==> config.mk <==
export PLATFORM = sky130hd
export DESIGN_NAME = wb_arbiter
export DESIGN_NICKNAME = d
export VERILOG_FILES = /design/src/rtl/wb_arbiter.sv
export SDC_FILE = /design/constraint.sdc
export NUM_CORES = 1
export LEC_CHECK = 0
export ABC_AREA = 0
export BUFFER_PORTS_ARGS = -buffer_cell sky130_fd_sc_hd__buf_2
export CORE_UTILIZATION = 52
export CTS_CLUSTER_DIAMETER = 30
export DETAILED_ROUTE_END_ITERATION = 8
export MAX_ROUTING_LAYER = met4
export PLACE_DENSITY = 0.67
export SLEW_MARGIN = 20
export SYNTH_ARGS = -nofsm -noshare
export SYNTH_HDL_FRONTEND = slang
export SYNTH_SLANG_ARGS = --single-unit
==> constraint.sdc <==
create_clock -name clk -period 10.75 [get_ports clk]
set_input_delay 2.15 -clock clk [delete_from_list [all_inputs] [get_ports clk]]
set_output_delay 2.15 -clock clk [all_outputs]
set_load 0.005 [all_outputs]
==> src/rtl/wb_arbiter.sv <==
// Write-back arbiter: merges ALU and LSU results onto the single regfile write port.
// Each source is buffered in a DEPTH-entry FIFO; round-robin picks at most one write per cycle.
module wb_arbiter #(
  parameter int DATA_W = 32,
  parameter int ADDR_W = 5,
  parameter int DEPTH  = 4
) (
  input  logic                   clk,
  input  logic                   rst,
  input  logic                   alu_valid_i,
  output logic                   alu_ready_o,
  input  logic [ADDR_W-1:0]      alu_rd_i,
  input  logic [DATA_W-1:0]      alu_data_i,
  input  logic                   lsu_valid_i,
  output logic                   lsu_ready_o,
  input  logic [ADDR_W-1:0]      lsu_rd_i,
  input  logic [DATA_W-1:0]      lsu_data_i,
  output logic                   we,
  output logic [ADDR_W-1:0]      wd,
  output logic [DATA_W-1:0]      wdata,
  output logic [(2**ADDR_W)-1:0] pend_o
);

  localparam int          PW      = $clog2(DEPTH);
  localparam int          NSRC    = 2;
  localparam logic [PW:0] PTR_INC = {{PW{1'b0}}, 1'b1};

  // Source index 0 is the ALU, index 1 is the LSU.
  logic [ADDR_W-1:0]      rd_q   [NSRC][DEPTH];
  logic [DATA_W-1:0]      data_q [NSRC][DEPTH];
  logic [PW:0]            wptr_q [NSRC];
  logic [PW:0]            rptr_q [NSRC];
  logic [PW:0]            wptr_d [NSRC];
  logic [PW:0]            rptr_d [NSRC];
  logic                   last_lsu_q;
  logic                   last_lsu_d;
  logic                   we_q;
  logic                   we_d;
  logic [ADDR_W-1:0]      wd_q;
  logic [ADDR_W-1:0]      wd_d;
  logic [DATA_W-1:0]      wdata_q;
  logic [DATA_W-1:0]      wdata_d;

  logic [NSRC-1:0]        in_valid_s;
  logic [ADDR_W-1:0]      in_rd_s   [NSRC];
  logic [DATA_W-1:0]      in_data_s [NSRC];
  logic [NSRC-1:0]        empty_s;
  logic [NSRC-1:0]        full_s;
  logic [NSRC-1:0]        push_s;
  logic [NSRC-1:0]        grant_s;
  logic                   sel_s;
  logic [ADDR_W-1:0]      head_rd_s;
  logic [DATA_W-1:0]      head_data_s;
  logic [(2**ADDR_W)-1:0] pend_s;

  assign in_valid_s   = {lsu_valid_i, alu_valid_i};
  assign in_rd_s[0]   = alu_rd_i;
  assign in_rd_s[1]   = lsu_rd_i;
  assign in_data_s[0] = alu_data_i;
  assign in_data_s[1] = lsu_data_i;

  assign alu_ready_o = !full_s[0];
  assign lsu_ready_o = !full_s[1];
  assign we          = we_q;
  assign wd          = wd_q;
  assign wdata       = wdata_q;
  assign pend_o      = pend_s;

  // FIFO occupancy flags; ready never looks at a same-cycle pop.
  always_comb begin
    for (int s = 0; s < NSRC; s++) begin
      empty_s[s] = (wptr_q[s] == rptr_q[s]);
      full_s[s]  = (wptr_q[s][PW] != rptr_q[s][PW]) &&
                   (wptr_q[s][PW-1:0] == rptr_q[s][PW-1:0]);
      push_s[s]  = in_valid_s[s] && !full_s[s];
    end
  end

  // Round-robin grant; the history bit only moves when both heads compete.
  always_comb begin
    grant_s    = 2'b00;
    last_lsu_d = last_lsu_q;
    if (!empty_s[0] && !empty_s[1]) begin
      if (last_lsu_q) begin
        grant_s = 2'b01;
      end else begin
        grant_s = 2'b10;
      end
      last_lsu_d = !last_lsu_q;
    end else if (!empty_s[0]) begin
      grant_s = 2'b01;
    end else if (!empty_s[1]) begin
      grant_s = 2'b10;
    end else begin
      grant_s = 2'b00;
    end
  end

  // Head of the granted FIFO and next output-register contents.
  always_comb begin
    sel_s       = grant_s[1];
    head_rd_s   = rd_q[sel_s][rptr_q[sel_s][PW-1:0]];
    head_data_s = data_q[sel_s][rptr_q[sel_s][PW-1:0]];
    we_d        = 1'b0;
    wd_d        = {ADDR_W{1'b0}};
    wdata_d     = {DATA_W{1'b0}};
    if ((grant_s != 2'b00) && (head_rd_s != {ADDR_W{1'b0}})) begin
      we_d    = 1'b1;
      wd_d    = head_rd_s;
      wdata_d = head_data_s;
    end else begin
      we_d    = 1'b0;
      wd_d    = {ADDR_W{1'b0}};
      wdata_d = {DATA_W{1'b0}};
    end
  end

  // Pointer advance: push on accepted transfer, pop only from the granted FIFO.
  always_comb begin
    for (int s = 0; s < NSRC; s++) begin
      wptr_d[s] = push_s[s]  ? (wptr_q[s] + PTR_INC) : wptr_q[s];
      rptr_d[s] = grant_s[s] ? (rptr_q[s] + PTR_INC) : rptr_q[s];
    end
  end

  // Pending-destination bitmap over live FIFO entries plus the output register.
  always_comb begin
    logic [PW:0]   occ_v;
    logic [PW-1:0] off_v;
    pend_s = {(2**ADDR_W){1'b0}};
    occ_v  = {(PW+1){1'b0}};
    off_v  = {PW{1'b0}};
    for (int s = 0; s < NSRC; s++) begin
      occ_v = wptr_q[s] - rptr_q[s];
      for (int i = 0; i < DEPTH; i++) begin
        off_v = PW'(i) - rptr_q[s][PW-1:0];
        if ({1'b0, off_v} < occ_v) begin
          pend_s[rd_q[s][i]] = 1'b1;
        end else begin
          pend_s = pend_s;
        end
      end
    end
    if (we_q) begin
      pend_s[wd_q] = 1'b1;
    end else begin
      pend_s = pend_s;
    end
    pend_s[0] = 1'b0;
  end

  // Control state: pointers, arbitration history and the registered write port.
  always_ff @(posedge clk or negedge rst) begin
    if (!rst) begin
      for (int s = 0; s < NSRC; s++) begin
        wptr_q[s] <= {(PW+1){1'b0}};
        rptr_q[s] <= {(PW+1){1'b0}};
      end
      last_lsu_q <= 1'b1;
      we_q       <= 1'b0;
      wd_q       <= {ADDR_W{1'b0}};
      wdata_q    <= {DATA_W{1'b0}};
    end else begin
      for (int s = 0; s < NSRC; s++) begin
        wptr_q[s] <= wptr_d[s];
        rptr_q[s] <= rptr_d[s];
      end
      last_lsu_q <= last_lsu_d;
      we_q       <= we_d;
      wd_q       <= wd_d;
      wdata_q    <= wdata_d;
    end
  end

  // FIFO storage; contents are only observed through valid pointer ranges.
  always_ff @(posedge clk) begin
    for (int s = 0; s < NSRC; s++) begin
      if (push_s[s]) begin
        rd_q[s][wptr_q[s][PW-1:0]]   <= in_rd_s[s];
        data_q[s][wptr_q[s][PW-1:0]] <= in_data_s[s];
      end
    end
  end

endmodule

==> Yosys cells after proc, flatten, opt, wreduce, memory -nomap -nowiden <==
Memory sizes are Yosys's and may differ from the RTL's.
Cells that the tools add are included.
{ "word_totals": {"mem_bits_rw": 296, "ff_bits": 51, "output_inout_bits": 72, "mem_count": 2} }
{ "mem_list": {"columns": ["memory", "words", "width", "rd", "rd_ports_with_merged_regs", "write_ports", "line", "source"], "rows": [
  ["data_q", 2, 128, 1, 0, 2, "30", "logic [DATA_W-1:0] data_q [NSRC][DEPTH];"],
  ["rd_q", 2, 20, 3, 0, 2, "29", "logic [ADDR_W-1:0] rd_q [NSRC][DEPTH];"]
]} }
{ "op_classes": {"add_sub_neg": 14, "magnitude_cmp": 32, "muxes": 57, "eq_ne": 6, "bitwise_logic": 12, "reduce_logical": 24} }
{ "op_table": {"columns": ["cell", "n"], "rows": [
  ["32-bit two-way mux", 14],
  ["128-bit two-way mux", 2],
  ["32-bit OR", 8],
  ["32-bit demux with 2-bit select", 2],
  ["32-bit binary-select mux with 2-bit select", 1],
  ["5-bit by 6-bit < comparator with 1-bit output, second input constant", 9],
  ["1-bit demux with 5-bit select", 9],
  ["5-bit by 1-bit greater-or-equal comparator with 1-bit output, second input constant", 9],
  ["20-bit two-way mux", 2],
  ["5-bit two-way mux", 5],
  ["2-bit by 3-bit < comparator with 1-bit output", 8],
  ["5-bit demux with 2-bit select", 2],
  ["1-bit logical AND", 17],
  ["2-bit two-way mux", 7],
  ["3-bit by 1-bit adder with 3-bit output, second input constant", 4],
  ["1-bit two-way mux", 12],
  ["5-bit binary-select mux with 2-bit select", 1],
  ["3-bit greater-or-equal comparator, second input constant", 3],
  ["2-bit NOT with 3-bit output", 3],
  ["1-bit by 2-bit subtractor with 2-bit output, first input constant", 4],
  ["2-bit subtractor, first input constant", 4],
  ["3-bit == test", 2],
  ["3-bit by 1-bit < comparator with 1-bit output, second input constant", 2],
  ["3-bit subtractor", 2],
  ["other kinds (7)", 13]
]} }

==> Logic depth before layout (Yosys ltp) <==
An unclocked memory read counts as a cell.
{ "depth": {"depth_word": 22, "mapped_depth": 12, "depth_no_buf": 11} }

==> Worst setup path before layout <==
OpenSTA, ideal clock, no wires.
{ "synth_path": {"path_type": "register -> output", "startpoint": "register wptr_q[0] in the netlist's numbering", "endpoint": "output pend_o[15]", "arrival_time_ps": 2854, "slack_ps": 5746, "path_stages_with_launch": 13, "path_cell_list": "dfrtp_1 -> inv_1 -> ha_1 -> inv_1 -> fa_1 -> inv_1 -> ha_1 -> nor2b_1 -> o21ai_2 -> and3_1 -> buf_2 -> a221o_1 -> or3_1"} }
{ "synth_via": {"elab_chain_len": 11, "word_cells_on_any_way": 14} }
{ "synth_lines": {"columns": ["item", "line", "source"], "rows": [
  ["start: declaration", "31", "logic [PW:0] wptr_q [NSRC];"],
  ["start signal: indexed assignment", "156", "wptr_q[s] <= {(PW+1){1'b0}};"],
  ["start signal: indexed assignment", "165", "wptr_q[s] <= wptr_d[s];"],
  ["3-bit subtractor (*)", "134", "occ_v = wptr_q[s] - rptr_q[s];"],
  ["2-bit by 3-bit < comparator with 1-bit output", "137", "if ({1'b0, off_v} < occ_v) begin"],
  ["32-bit two-way mux", "137", null],
  ["32-bit OR (no line)", null, null],
  ["32-bit two-way mux", "137", null],
  ["32-bit OR (no line)", null, null],
  ["32-bit two-way mux", "137", null],
  ["32-bit OR (no line)", null, null],
  ["32-bit two-way mux (*)", "137", null],
  ["32-bit OR (no line)", null, null],
  ["32-bit two-way mux (*)", "144", "if (we_q) begin"],
  ["end: declaration", "21", "output logic [(2**ADDR_W)-1:0] pend_o"]
]} }
Every way passes the cells marked *; elsewhere a longest branch is shown, timed or not.

==> Worst setup path after layout <==
{ "layout_path": {"startpoint": "register rptr_q[3] in the netlist's numbering", "endpoint": "output pend_o[25]"} }
{ "layout_via": {"elab_chain_len": 19, "word_cells_on_any_way": 26} }
{ "layout_lines": {"columns": ["item", "line", "source"], "rows": [
  ["start: declaration", "32", "logic [PW:0] rptr_q [NSRC];"],
  ["start signal: indexed assignment", "157", "rptr_q[s] <= {(PW+1){1'b0}};"],
  ["start signal: indexed assignment", "166", "rptr_q[s] <= rptr_d[s];"],
  ["3-bit subtractor or 1-bit by 2-bit subtractor with 2-bit output (tied branches)", "134, 136", null],
  ["2-bit by 3-bit < comparator with 1-bit output", "137", null],
  ["32-bit two-way mux", "137", null],
  ["32-bit OR (no line)", null, null],
  ["32-bit two-way mux", "137", null],
  ["32-bit OR (no line)", null, null],
  ["32-bit two-way mux", "137", null],
  ["32-bit OR (no line)", null, null],
  ["[... 3 more ...]", null, null],
  ["32-bit OR (no line)", null, null],
  ["32-bit two-way mux (*)", "137", null],
  ["32-bit OR (no line)", null, null],
  ["32-bit two-way mux (*)", "137", null],
  ["32-bit OR (no line)", null, null],
  ["32-bit two-way mux (*)", "137", null],
  ["32-bit OR (no line)", null, null],
  ["32-bit two-way mux (*)", "144", null]
]} }
Marks and branches as above.

==> impl_metrics.ini <==
[logic_synthesis]
synth_area_per_cell_sq_um = 12.9
synthArstFlopShare_pct = 14.7
yosys_register_bits = 347
yosys.area.top_type = edfxtp_1
synth.area.top_cells = edfxtp_1, mux2i_1, dfrtp_1, nand3_1, mux2_2
synth-seq-area-share_pct = 60.1
yosys_most_used_dff = edfxtp_1
netlist_area_sq_mm = 0.0169
synth_edf_count = 296
synth_top_cell_area_share_pct = 52.6
synth_nets = 1414
syn_inst = 1310
yosys.cell_types.count = 72
ys_warn_count = 0

[setup_path]
cp.buffers_inverters = 3
crit_chain = ha_1 > inv_1 > fa_1 > inv_1 > ha_1 > o21ba_2 > o211ai_1 > o22ai_1 > or4_1 > buf_2
reg2reg_from = rptr_q[0]$_DFFE_PN0P_
critPathKind = register to primary output
critPathLaunchType = register
cp-startpoint = rptr_q[3]$_DFFE_PN0P_
crit_path_max_fanout = 35
cp-end-kind = primary output
crit_path_max_incr_delay_ns = 0.80
cp_data_required_time_ns = 8.60
cpLargestDelayFamily = compound AO/OA/AOI/OAI gates
crit_path_top_delay_cell = dfrtp_4
cp.arrival_ns = 4.57

[grt]
track_usage_pct = 35.1
grt_pass1_wl_mm = 81.2
antenna_found_initial = 3
grt_pass1_vias = 12495
overflow = 0
grt_start_max_net_pins = 69

[sta]
final-setup-viol-count = 0
slew_headroom_pct = 17.9
period_minus_slack_ns = 6.72
fin_skew_ns = 0.0233
setup-tns-final_ns = 0
fmax_mhz = 149
timing.final.crit_share_pct = 62.5
finalHoldViolCount = 0
worst_slack_ns = 4.03
rsz0062_at_grt = no
slew_violations = 0
worstMarginPinSlew_ns = 1.23

[floorplanning]
io_pins = 150
die_w_um = 182
rows = 65
core-area_sq_mm = 0.0318
start_util_pct = 53.2
die_h_um = 182
die-area_sq_mm = 0.0332

[placed_design]
place.gp.congestion = 1.12
dp_slack_ns = 4.69
io_buffers = 148
hpwl_mm = 35.4

[final_layout]
multi_input_area_sq_mm = 0.00630
fin_nets = 1560
fillers = 2378
fin_util_pct = 63.1
drive_gt1_share_pct = 23.3
ff_latch_area_sq_mm = 0.0102
layout_common_cells = edfxtp_1, buf_2, mux2i_1
final_common_cell = edfxtp_1
syn_to_final_growth_pct = 18.7

[detailed_routing]
final_antenna_net_count = 0
vias_per_cell = 6.53
route.detailed.wl_per_inst_um = 28.7
drtIter0Drc = 1400
first_pass_iters = 6
drc = 0
route.vias.total = 12692
routed_wl_mm = 55.8

[pwr]
pwr-share-comb_pct = 46.3
power.internal_uw = 4230
swShare_pct = 43.6
p_seq_share_pct = 29.3
clock_power_share_pct = 24.4
ir_drop_uv = 259
netSwitchingPower_uw = 3260
p_per_area_mw_per_mm2 = 373
p_leak_uw = 0.00753

[cts]
numCtsBuffers = 58
post-cts-setup-buffers = 0
clk_pin_slew_ns = 0.06
clock_latency_ns = 0.60
cts_sinks = 347
cts_tree = built
post_cts_resized = 0
hold_buffers = 0
clockRootBuffer = clkbuf_16
clk_path_buf_depth = 3
h-tree-depth = 2

[run_status]
outcome = finished clean

[run]
drv_cap = 0

[min_path]
worstHoldStart = rptr_q[2]$_DFFE_PN0P_
holdCritPathClass = register to register
## routing by layer
metal	global-route usage (%)	vias to the layer above	part of all wire (%)
met5	-	-	0
met4	18.0	0	4.9
met3	8.36	214	8.9
met2	51.8	783	46
met1	45.2	6260	40
li1	-	5435	-
## layout make-up
class / count / area share, %
Antenna cell: 3 / 0.0374
Sequential cell: 347 / 50.7
Clock inverter: 48 / 2.58
Inverter: 34 / 0.636
Multi-Input combinational cell: 842 / 31.4
Clock buffer: 61 / 7.29
Timing Repair Buffer: 173 / 4.63
Tap cell: 435 / 2.71
## flip-flops by register name, indices dropped and copies added, names as in the netlist
signal and flops:
data_q 256, last_lsu_q 1, wd 5, rptr_q 6
wptr_q 6, we 1, rd_q 40, wdata 32
## cells by family after synthesis
logic type / count (synthesis) / share of synthesized area, %
flops: 347 / 60.1
compound gates: 241 / 10.2
fa+ha+maj: 26 / 2.01
simple gates: 385 / 12.5
buf+inv: 121 / 2.94
other cells: 1 / 0.0222
xor+xnor: 17 / 1.23
mux: 172 / 10.9
## through the flow
stage / area [sq um] / std cells / hold slack (ns) / power (uW)
after floorplan: 16900 / 1310 / 0.526 / 4270
after global placement: 18100 / 1830 / 0.580 / 5520
after detailed placement: 18100 / 1831 / 0.594 / 5560
after CTS: 20100 / 1940 / 0.633 / 7410
after global routing: 20100 / 1943 / 0.658 / 7790
final: 20100 / 1943 / 0.634 / 7490
## power by group through the flow
stage	combinational [uW]	sequential [uW]	clock, uW
2_1_floorplan	2260	2010	0
3_3_place_gp	3330	2190	0
3_5_place_dp	3350	2200	0
4_1_cts	3390	2190	1840
5_1_grt	3670	2220	1900
6_report	3470	2200	1830
## final timing paths
kind / to / slack, ns / cells past startpoint
min: rptr_q[2]$_DFFE_PN0P_ / 0.63 / 1
min in group asynchronous: wdata[20]$_DFF_PN0_ / 1.71 / 2
max reg2reg: wdata[10]$_DFF_PN0_ / 7.01 / 8
max in group asynchronous: rptr_q[3]$_DFFE_PN0P_ / 8.39 / 2
min reg2reg: rptr_q[2]$_DFFE_PN0P_ / 0.63 / 1
max: pend_o[25] / 4.03 / 10
## Yosys cell counts (19+ instances only)
master,instances
a211oi_1,35
a21oi_1,40
a221oi_1,27
and3_1,19
buf_2,22
clkbuf_1,60
dfrtp_1,50
edfxtp_1,296
ha_1,24
inv_1,33
mux2_2,34
mux2i_1,132
nand2_1,64
nand3_1,81
nand4_1,22
nor2_1,48
nor3_1,31
nor3b_1,25
o21ai_0,42
No activity file was read; power rests on OpenSTA's default activity.
